--- src/rtl/button_event_pkg.sv ---
// button_event_pkg: shared types and constants for the button event block.
//   state_e            FSM states (IDLE, HOLD, REPEAT)
//   DEF_HOLD_CYCLES    default hold time before the first auto-repeat
//   DEF_REPEAT_CYCLES  default period between auto-repeats
//   REPEAT_CNT_W       width of the saturating repeat counter output
package button_event_pkg;

    typedef enum logic [1:0] {
        ST_IDLE   = 2'd0,
        ST_HOLD   = 2'd1,
        ST_REPEAT = 2'd2
    } state_e;

    localparam int DEF_HOLD_CYCLES   = 50_000_000;
    localparam int DEF_REPEAT_CYCLES = 10_000_000;
    localparam int REPEAT_CNT_W      = 8;

endpackage

--- src/rtl/button_event_level_edge.sv ---
// level_edge: registers a synchronous level and reports its rising and
// falling edges. The previous-level flop presets to 1 so that an input
// already high when reset releases is not mistaken for a new press.
// Ports:
//   clk       in   clock, rising edge
//   reset     in   asynchronous active-high reset
//   level_in  in   level, synchronous to clk
//   rise      out  level_in=1 while previous sample was 0 (combinational)
//   fall      out  level_in=0 while previous sample was 1 (combinational)
module level_edge (
    input  logic clk,
    input  logic reset,
    input  logic level_in,
    output logic rise,
    output logic fall
);

    logic level_prev_q, level_prev_d;

    always_comb level_prev_d = level_in;

    always_ff @(posedge clk or posedge reset) begin
        if (reset) level_prev_q <= 1'b1;
        else       level_prev_q <= level_prev_d;
    end

    assign rise = level_in & ~level_prev_q;
    assign fall = ~level_in & level_prev_q;

endmodule

--- src/rtl/button_event.sv ---
// button_event: turns a debounced button level into one-cycle press,
// release and timed auto-repeat pulses. One instance per button.
// Optional feature: define BUTTON_EVENT_AUTO_REPEAT_EN to build the
// auto-repeat timer; without it only press/release are produced and
// repeat_pulse / repeat_cnt are tied to 0.
// Ports:
//   clk            in   clock, rising edge
//   reset          in   asynchronous active-high reset
//   level_in       in   debounced level, 1 = pressed
//   press_pulse    out  one cycle on an accepted press
//   release_pulse  out  one cycle on release of an accepted press
//   repeat_pulse   out  one cycle per auto-repeat tick
//   event_pulse    out  press or repeat; the "advance field" strobe
//   held           out  high while a press is being held
//   repeat_cnt     out  repeats in the current hold, saturating at 255
module button_event
    import button_event_pkg::*;
#(
    parameter int HOLD_CYCLES   = DEF_HOLD_CYCLES,
    parameter int REPEAT_CYCLES = DEF_REPEAT_CYCLES,
    parameter int CNT_W         = 26
) (
    input  logic                    clk,
    input  logic                    reset,
    input  logic                    level_in,
    output logic                    press_pulse,
    output logic                    release_pulse,
    output logic                    repeat_pulse,
    output logic                    event_pulse,
    output logic                    held,
    output logic [REPEAT_CNT_W-1:0] repeat_cnt
);

    // Reject configurations where the timer cannot reach its terminal count.
    if (HOLD_CYCLES < 2 || REPEAT_CYCLES < 2 ||
        HOLD_CYCLES >= (1 << CNT_W) || REPEAT_CYCLES >= (1 << CNT_W)) begin : g_bad_cfg
        $error("button_event: illegal HOLD_CYCLES/REPEAT_CYCLES/CNT_W");
    end

    logic rise, fall;

    level_edge u_edge (
        .clk      (clk),
        .reset    (reset),
        .level_in (level_in),
        .rise     (rise),
        .fall     (fall)
    );

    state_e state_q, state_d;
    logic   press_q, press_d;
    logic   release_q, release_d;
    logic   event_q, event_d;

`ifdef BUTTON_EVENT_AUTO_REPEAT_EN
    logic                    repeat_q, repeat_d;
    logic [CNT_W-1:0]        cnt_q, cnt_d, cnt_lim;
    logic [REPEAT_CNT_W-1:0] rcnt_q, rcnt_d;

    always_comb begin
        state_d   = state_q;
        press_d   = 1'b0;
        release_d = 1'b0;
        repeat_d  = 1'b0;
        cnt_d     = cnt_q;
        rcnt_d    = rcnt_q;
        cnt_lim   = (state_q == ST_HOLD) ? CNT_W'(HOLD_CYCLES - 1)
                                         : CNT_W'(REPEAT_CYCLES - 1);
        case (state_q)
            ST_IDLE: begin
                if (rise) begin
                    press_d = 1'b1;
                    cnt_d   = '0;
                    rcnt_d  = '0;
                    state_d = ST_HOLD;
                end
            end
            ST_HOLD, ST_REPEAT: begin
                // A fall takes priority over a simultaneous timer expiry.
                if (fall) begin
                    release_d = 1'b1;
                    cnt_d     = '0;
                    state_d   = ST_IDLE;
                end else if (cnt_q == cnt_lim) begin
                    repeat_d = 1'b1;
                    cnt_d    = '0;
                    if (rcnt_q != '1) rcnt_d = rcnt_q + 1'b1;
                    state_d  = ST_REPEAT;
                end else begin
                    cnt_d = cnt_q + 1'b1;
                end
            end
            default: state_d = ST_IDLE;
        endcase
        event_d = press_d | repeat_d;
    end

    always_ff @(posedge clk or posedge reset) begin
        if (reset) begin
            repeat_q <= 1'b0;
            cnt_q    <= '0;
            rcnt_q   <= '0;
        end else begin
            repeat_q <= repeat_d;
            cnt_q    <= cnt_d;
            rcnt_q   <= rcnt_d;
        end
    end

    assign repeat_pulse = repeat_q;
    assign repeat_cnt   = rcnt_q;
`else
    always_comb begin
        state_d   = state_q;
        press_d   = 1'b0;
        release_d = 1'b0;
        case (state_q)
            ST_IDLE: begin
                if (rise) begin
                    press_d = 1'b1;
                    state_d = ST_HOLD;
                end
            end
            ST_HOLD, ST_REPEAT: begin
                if (fall) begin
                    release_d = 1'b1;
                    state_d   = ST_IDLE;
                end
            end
            default: state_d = ST_IDLE;
        endcase
        event_d = press_d;
    end

    assign repeat_pulse = 1'b0;
    assign repeat_cnt   = '0;
`endif

    always_ff @(posedge clk or posedge reset) begin
        if (reset) begin
            state_q   <= ST_IDLE;
            press_q   <= 1'b0;
            release_q <= 1'b0;
            event_q   <= 1'b0;
        end else begin
            state_q   <= state_d;
            press_q   <= press_d;
            release_q <= release_d;
            event_q   <= event_d;
        end
    end

    assign press_pulse   = press_q;
    assign release_pulse = release_q;
    assign event_pulse   = event_q;
    assign held          = (state_q != ST_IDLE);

endmodule
--- config.mk ---
export PLATFORM = sky130hd
export DESIGN_NAME = button_event
export DESIGN_NICKNAME = d
export VERILOG_FILES = /design/src/rtl/button_event_pkg.sv /design/src/rtl/button_event_level_edge.sv /design/src/rtl/button_event.sv
export SDC_FILE = /design/constraint.sdc
export NUM_CORES = 1
export LEC_CHECK = 0
export BUFFER_PORTS_ARGS = -buffer_cell sky130_fd_sc_hd__buf_4
export CORE_AREA = 2 2 39 41
export CTS_CLUSTER_DIAMETER = 100
export CTS_CLUSTER_SIZE = 30
export DETAILED_ROUTE_END_ITERATION = 8
export DIE_AREA = 0 0 41 43
export GPL_TIMING_DRIVEN = 0
export PLACE_DENSITY = 0.35
export SYNTH_ARGS = -nofsm -noshare
export SYNTH_HDL_FRONTEND = slang
export SYNTH_SLANG_ARGS = --single-unit
export TNS_END_PERCENT = 1
--- constraint.sdc ---
create_clock -name clk -period 2.07 [get_ports clk]
set_input_delay 0.3105 -clock clk [delete_from_list [all_inputs] [get_ports clk]]
set_output_delay 0.3105 -clock clk [all_outputs]
set_load 0.02 [all_outputs]
==> results of run 1 <==
state kept, by name, indices dropped and copies added (netlist names):
signal               count
state_q                  1
release_pulse            1
event_pulse              1
u_edge.level_prev_q      1
report_power, final:
group | switching (mW) | internal [mW]
logic | 0.0295 | 0.0256
registers | 0.00340 | 0.0843
clock network | 0.0344 | 0.0725
total | 0.0673 | 0.182
stage by stage:
step,utilization,cell area (µm²),instances,hold WS [ns]
2_1_floorplan,-,244,28,0.0759
3_3_place_gp,0.223,309,50,0.199
3_5_place_dp,0.223,309,50,0.210
4_1_cts,0.250,345,55,0.201
5_1_grt,0.250,345,55,0.201
6_report,0.250,345,55,0.213
logic make-up (layout without fill, tap and decap cells):
group                    after synthesis  count (layout)
buffers and inverters                 12              23
other                                  1               9
flip-flops                             4               4
AND/OR/NAND/NOR                        2               2
adder cells (fa/ha/maj)                1               1
final cells by class:
type                       count  area [µm²]  area share
multi-input combinational     12        60.1       0.174
inverter                       2        7.51      0.0217
timing repair buffer           7        55.1       0.159
clock buffer                   4        26.3      0.0761
sequential                     4         101       0.293
buffer                        10        75.1       0.217
tap                           16        20.0      0.0580
worst max-delay path, stage by stage, from the launching register on:
cell and delay [ns]:
dfrtp_1 0.37, buf_4 0.13, buf_4 0.14
repair_timing:
item,4_1_cts,5_1_grt
hold buffers,1,0
endpoints found under the hold margin,3,0
buffers inserted,0,0
cell usage in the layout, fill, tap and decap left out:
cell           instances
clkbuf_4               3
conb_1                 9
nor3b_1                2
inv_1                  2
dfrtp_1                3
clkbuf_1               1
maj3_2                 1
dlygate4sd3_1          1
dfstp_2                1
buf_4                 16
final timing paths:
kind | endpoint | slack [ns] | cells past startpoint
max in group asynchronous | u_edge.level_prev_q | 1.32 | 3
min | u_edge.level_prev_q | 0.21 | 1
max | press_pulse | 0.87 | 2
max reg2reg | state_q[0] | 1.10 | 2
min reg2reg | event_pulse | 0.49 | 1
min in group asynchronous | event_pulse | 0.51 | 3
layer usage:
layer,part of all wire,wire (µm),vias to the layer above
met5,0,0,-
li1,-,-,78
met2,0.57,215,10
met3,0.12,47,2
met4,0.050,19,0
met1,0.26,97,66
==> flow_summary.yaml, run 1 <==
status:
  run_status: "complete, no violations"
placement:
  gp_congestion: 0.532
  dp_slack_ns: 1.09
  port-buffer-count: 6
cts:
  h-tree-depth: 1
  clock_latency_ns: 0.24
  numCtsBuffers: 3
  cts_buffer_depth: 2
  clk_pin_slew_ns: 0.04
  cts_tree: "built"
  cts_resized: 0
  root_buffer: "clkbuf_4"
  cts_sinks: 4
timing:
  tns_ns: 0
  fin_skew_ns: 0.00846
  fmax_mhz: 836
  hold_viol: 0
  setup_ws_ns: 0.874
  period_minus_slack_ns: 1.20
  rsz0062_at_grt: "no"
  setup_viol: 0
  drv_slew: 0
  fin_crit_sh: 0.578
floorplanning:
  die_width_um: 41
  core_area_um2: 1380
  die_y_um: 43
  ios: 16
  rows: 14
  initial_core_util: 0.155
  die_area_um2: 1760
synthesis:
  yosys.area_share.adder: 0.0526
  async_reset_ff_frac: 1.00
  synthFlopType: "dfrtp_1"
  ys_warn_count: 0
  synth_top_family_by_area: "buffers and inverters"
  synth-edff-count: 0
  synth_commonest_cells: "buf_4 (10), dfrtp_1 (3), inv_1 (2), nor3b_1 (2)"
  muxShareOfSynthArea: 0
  yosys.area.top_type: "buf_4"
  ys_ff_latch: 4
  seq_area_frac_synth: 0.474
  synth_compound_area_frac: 0
  syn_area_um2: 214
  synth_area_leaders: "buf_4 (35%), dfrtp_1 (35%), dfstp_2 (12%), nor3b_1 (7.0%), maj3_2 (5.3%)"
  yosysMostFrequentCell: "buf_4"
  yosys.area_share.simple: 0.0702
  synth_top_cell_area_share: 0.351
  synth-xor-area-share: 0
  yosysUniqueCellTypes: 7
  syn_avg_cell_area_um2: 10.7
  synthCells: 20
critical_path:
  r2r_start: "u_edge.level_prev_q"
  critical_path_class: "flop to primary output"
  cp.arrival_ns: 0.89
  cp-end-kind: "primary output"
  crit_path_start_kind: "flop"
  critPathRequiredTime_ns: 1.76
  startpoint: "event_pulse"
  crit_fanout: 2
global_routing:
  grt.overflow.total: 0
  grt_max_degree: 5
  grt_util_met2: 0.0688
  busiest_layer: "met4"
  grt_use_total: 0.0562
  grt_pass1_wl_um: 496
  antenna_found_initial: 0
  grt_pass1_vias: 129
  grt_use_met1: 0.0289
  grt_use_met3: 0.0366
detailed_routing:
  route.detailed.drc: 0
  routedWlPerCell_um: 6.91
  dr.pass1.iters: 1
  via_per_inst: 2.84
  num_vias: 156
  postRouteAntennaNets: 0
  drt-total-wl_um: 380
  drtIter0Drc: 0
run:
  maxCapViolations: 0
min_path:
  hold_start: "level_in"
  min_path_type: "primary input to flop"
final_layout:
  fillerInstances: 165
  diodes: 0
  synthToLayoutAreaGrowth_pct: 61.4
  drive_gt1_frac: 0.538
  nets: 43
power:
  p_total_mw: 0.250
  irDropWorstVdd_mv: 0.140
  power_per_cell_area_nw_per_um2: 723
  p_leak_nw: 0.199
No activity file was read; power rests on OpenSTA's default activity.
==> inputs of run 2 (changes only) <==
--- a/config.mk
+++ b/config.mk
@@ -12,7 +12,7 @@
 export DETAILED_ROUTE_END_ITERATION = 8
 export DIE_AREA = 0 0 41 43
 export GPL_TIMING_DRIVEN = 0
-export PLACE_DENSITY = 0.35
+export PLACE_DENSITY = 0.36
 export SYNTH_ARGS = -nofsm -noshare
 export SYNTH_HDL_FRONTEND = slang
 export SYNTH_SLANG_ARGS = --single-unit
==> constraint.sdc (replaced) <==
create_clock -name clk -period 1 [get_ports clk]
set_input_delay 0.15 -clock clk [delete_from_list [all_inputs] [get_ports clk]]
set_output_delay 0.15 -clock clk [all_outputs]
set_load 0.02 [all_outputs]
==> run 2 against run 1 <==
Effect of this change: clock skew down 0.0052 ns; critical path depth did not move; non-clock buffer count is 1 lower; first-iteration DRC count stayed put; sequential share of layout area up 0.32 points; final area shrank 1.1%; routed wire length shrank 24%; total power rose by 100%; sequential power is 110% higher; final cell count fell by 1.8%; worst setup slack worse by 0.85 ns; largest power group unchanged.
==> flow_summary.yaml, run 2 (same netlist as run 1, synthesis figures left out) <==
status:
  run_status: "complete, no violations"
final_layout:
  final_cell_mix: "buf_4 (14), conb_1 (9), clkbuf_4 (3), dfrtp_1 (3), nor3b_1 (2)"
  final_core_util: 0.247
  drive_gt1_frac: 0.553
  layout_commonest_cell: "buf_4"
  nets: 42
  diodes: 0
  synthToLayoutAreaGrowth_pct: 59.6
critical_path:
  cp.arrival_ns: 1.09
  reg2reg_depth: 2
  rr_endpoint: "state_q[0]"
  startpoint: "u_edge.level_prev_q"
  cp-end-kind: "flop"
  crit_fanout: 2
  crit_path_start_kind: "flop"
  critical_path_class: "flop to flop"
  r2r_slack_ns: 0.03
  r2r_start: "u_edge.level_prev_q"
  critPathRequiredTime_ns: 1.11
min_path:
  hold_depth: 1
  hold_path_end: "u_edge.level_prev_q"
  min_path_type: "primary input to flop"
  hold_start: "level_in"
timing:
  setup_ws_ns: 0.0267
  hold_viol: 0
  tns_ns: 0
  fmax_mhz: 1030
  period_minus_slack_ns: 0.973
  setup_viol: 0
  fin_skew_ns: 0.00327
  fin_crit_sh: 0.973
  drv_slew: 0
  rsz0062_at_grt: "no"
cts:
  postCtsSetupBuffers: 0
  cts_tree: "built"
  clock_latency_ns: 0.23
  numCtsBuffers: 3
  cts_sinks: 4
  cts_buffer_depth: 2
  root_buffer: "clkbuf_4"
  h-tree-depth: 1
  clk_pin_slew_ns: 0.04
placement:
  gp_congestion: 0.463
  port-buffer-count: 6
  dp_slack_ns: 0.0226
detailed_routing:
  route.detailed.drc: 0
  drtIter0Drc: 0
  dr.pass1.iters: 1
  via_per_inst: 2.65
  num_vias: 143
  routedWlPerCell_um: 5.31
  postRouteAntennaNets: 0
  drt-total-wl_um: 287
floorplanning:
  die_width_um: 41
  initial_core_util: 0.155
  die_area_um2: 1760
  die_y_um: 43
  core_area_um2: 1380
  rows: 14
  ios: 16
run:
  maxCapViolations: 0
global_routing:
  grt_max_degree: 5
  grt_use_total: 0.0402
  grt.overflow.total: 0
  antenna_found_initial: 0
  grt_pass1_wl_um: 386
  grt_pass1_vias: 118
power:
  irDropWorstVdd_mv: 0.302
  p_leak_nw: 0.193
  power_per_cell_area_nw_per_um2: 1490
[run 2: cell types whose count changed in the layout (fill, tap and decap cells not counted), sizes merged]
cell  change
buf       -1
[run 2: how the worst max path moves through the flow]
stage               slack (ns)         end
detailed placement        0.02  state_q[0]
global route             0.003  state_q[0]
global placement          0.03  state_q[0]
CTS                       0.02  state_q[0]
floorplan                 0.04  state_q[0]
finish                    0.03  state_q[0]
[run 2: layout make-up]
class	instances	area, µm²
multi-input combinational	12	60.1
buffer	9	67.6
sequential	4	101
inverter	2	7.51
fill	153	1040
clock buffer	4	26.3
timing repair buffer	7	58.8
tap	16	20.0
[run 2: where the power goes]
group	leakage (nW)	internal [mW]	switching, mW
combinational	0.129	0.0519	0.0592
sequential	0.0491	0.175	0.00742
clock	0.0150	0.150	0.0658
[run 2: timing repair]
item | in CTS | in global routing
endpoints found under the hold margin | 3 | 0
gates resized for setup | 1 | 1
pin swaps | 0 | 0
endpoints found under the setup margin | 1 | 1
hold buffers | 1 | 0
[run 2: worst max-delay path, stage by stage (launching register included)]
cell,delay (ns)
dfstp_2,0.53
inv_2,0.04
maj3_2,0.29
[run 2: per-layer routing]
layer	routed length, µm	vias to the layer above	global-route usage
met4	0	0	0.100
met3	48	0	0
met2	149	11	0.0563
met5	0	-	0
li1	-	77	-
met1	89	55	0.0225
[run 2: stage by stage]
step	hold slack, ns	total power [mW]	area, µm²	std cells
after floorplan	-0.0846	0.267	244	28
after global placement	0.0412	0.292	309	50
after detailed placement	0.0490	0.293	309	50
after CTS	0.0390	0.520	342	54
after global routing	0.0408	0.538	342	54
final	0.0479	0.509	342	54
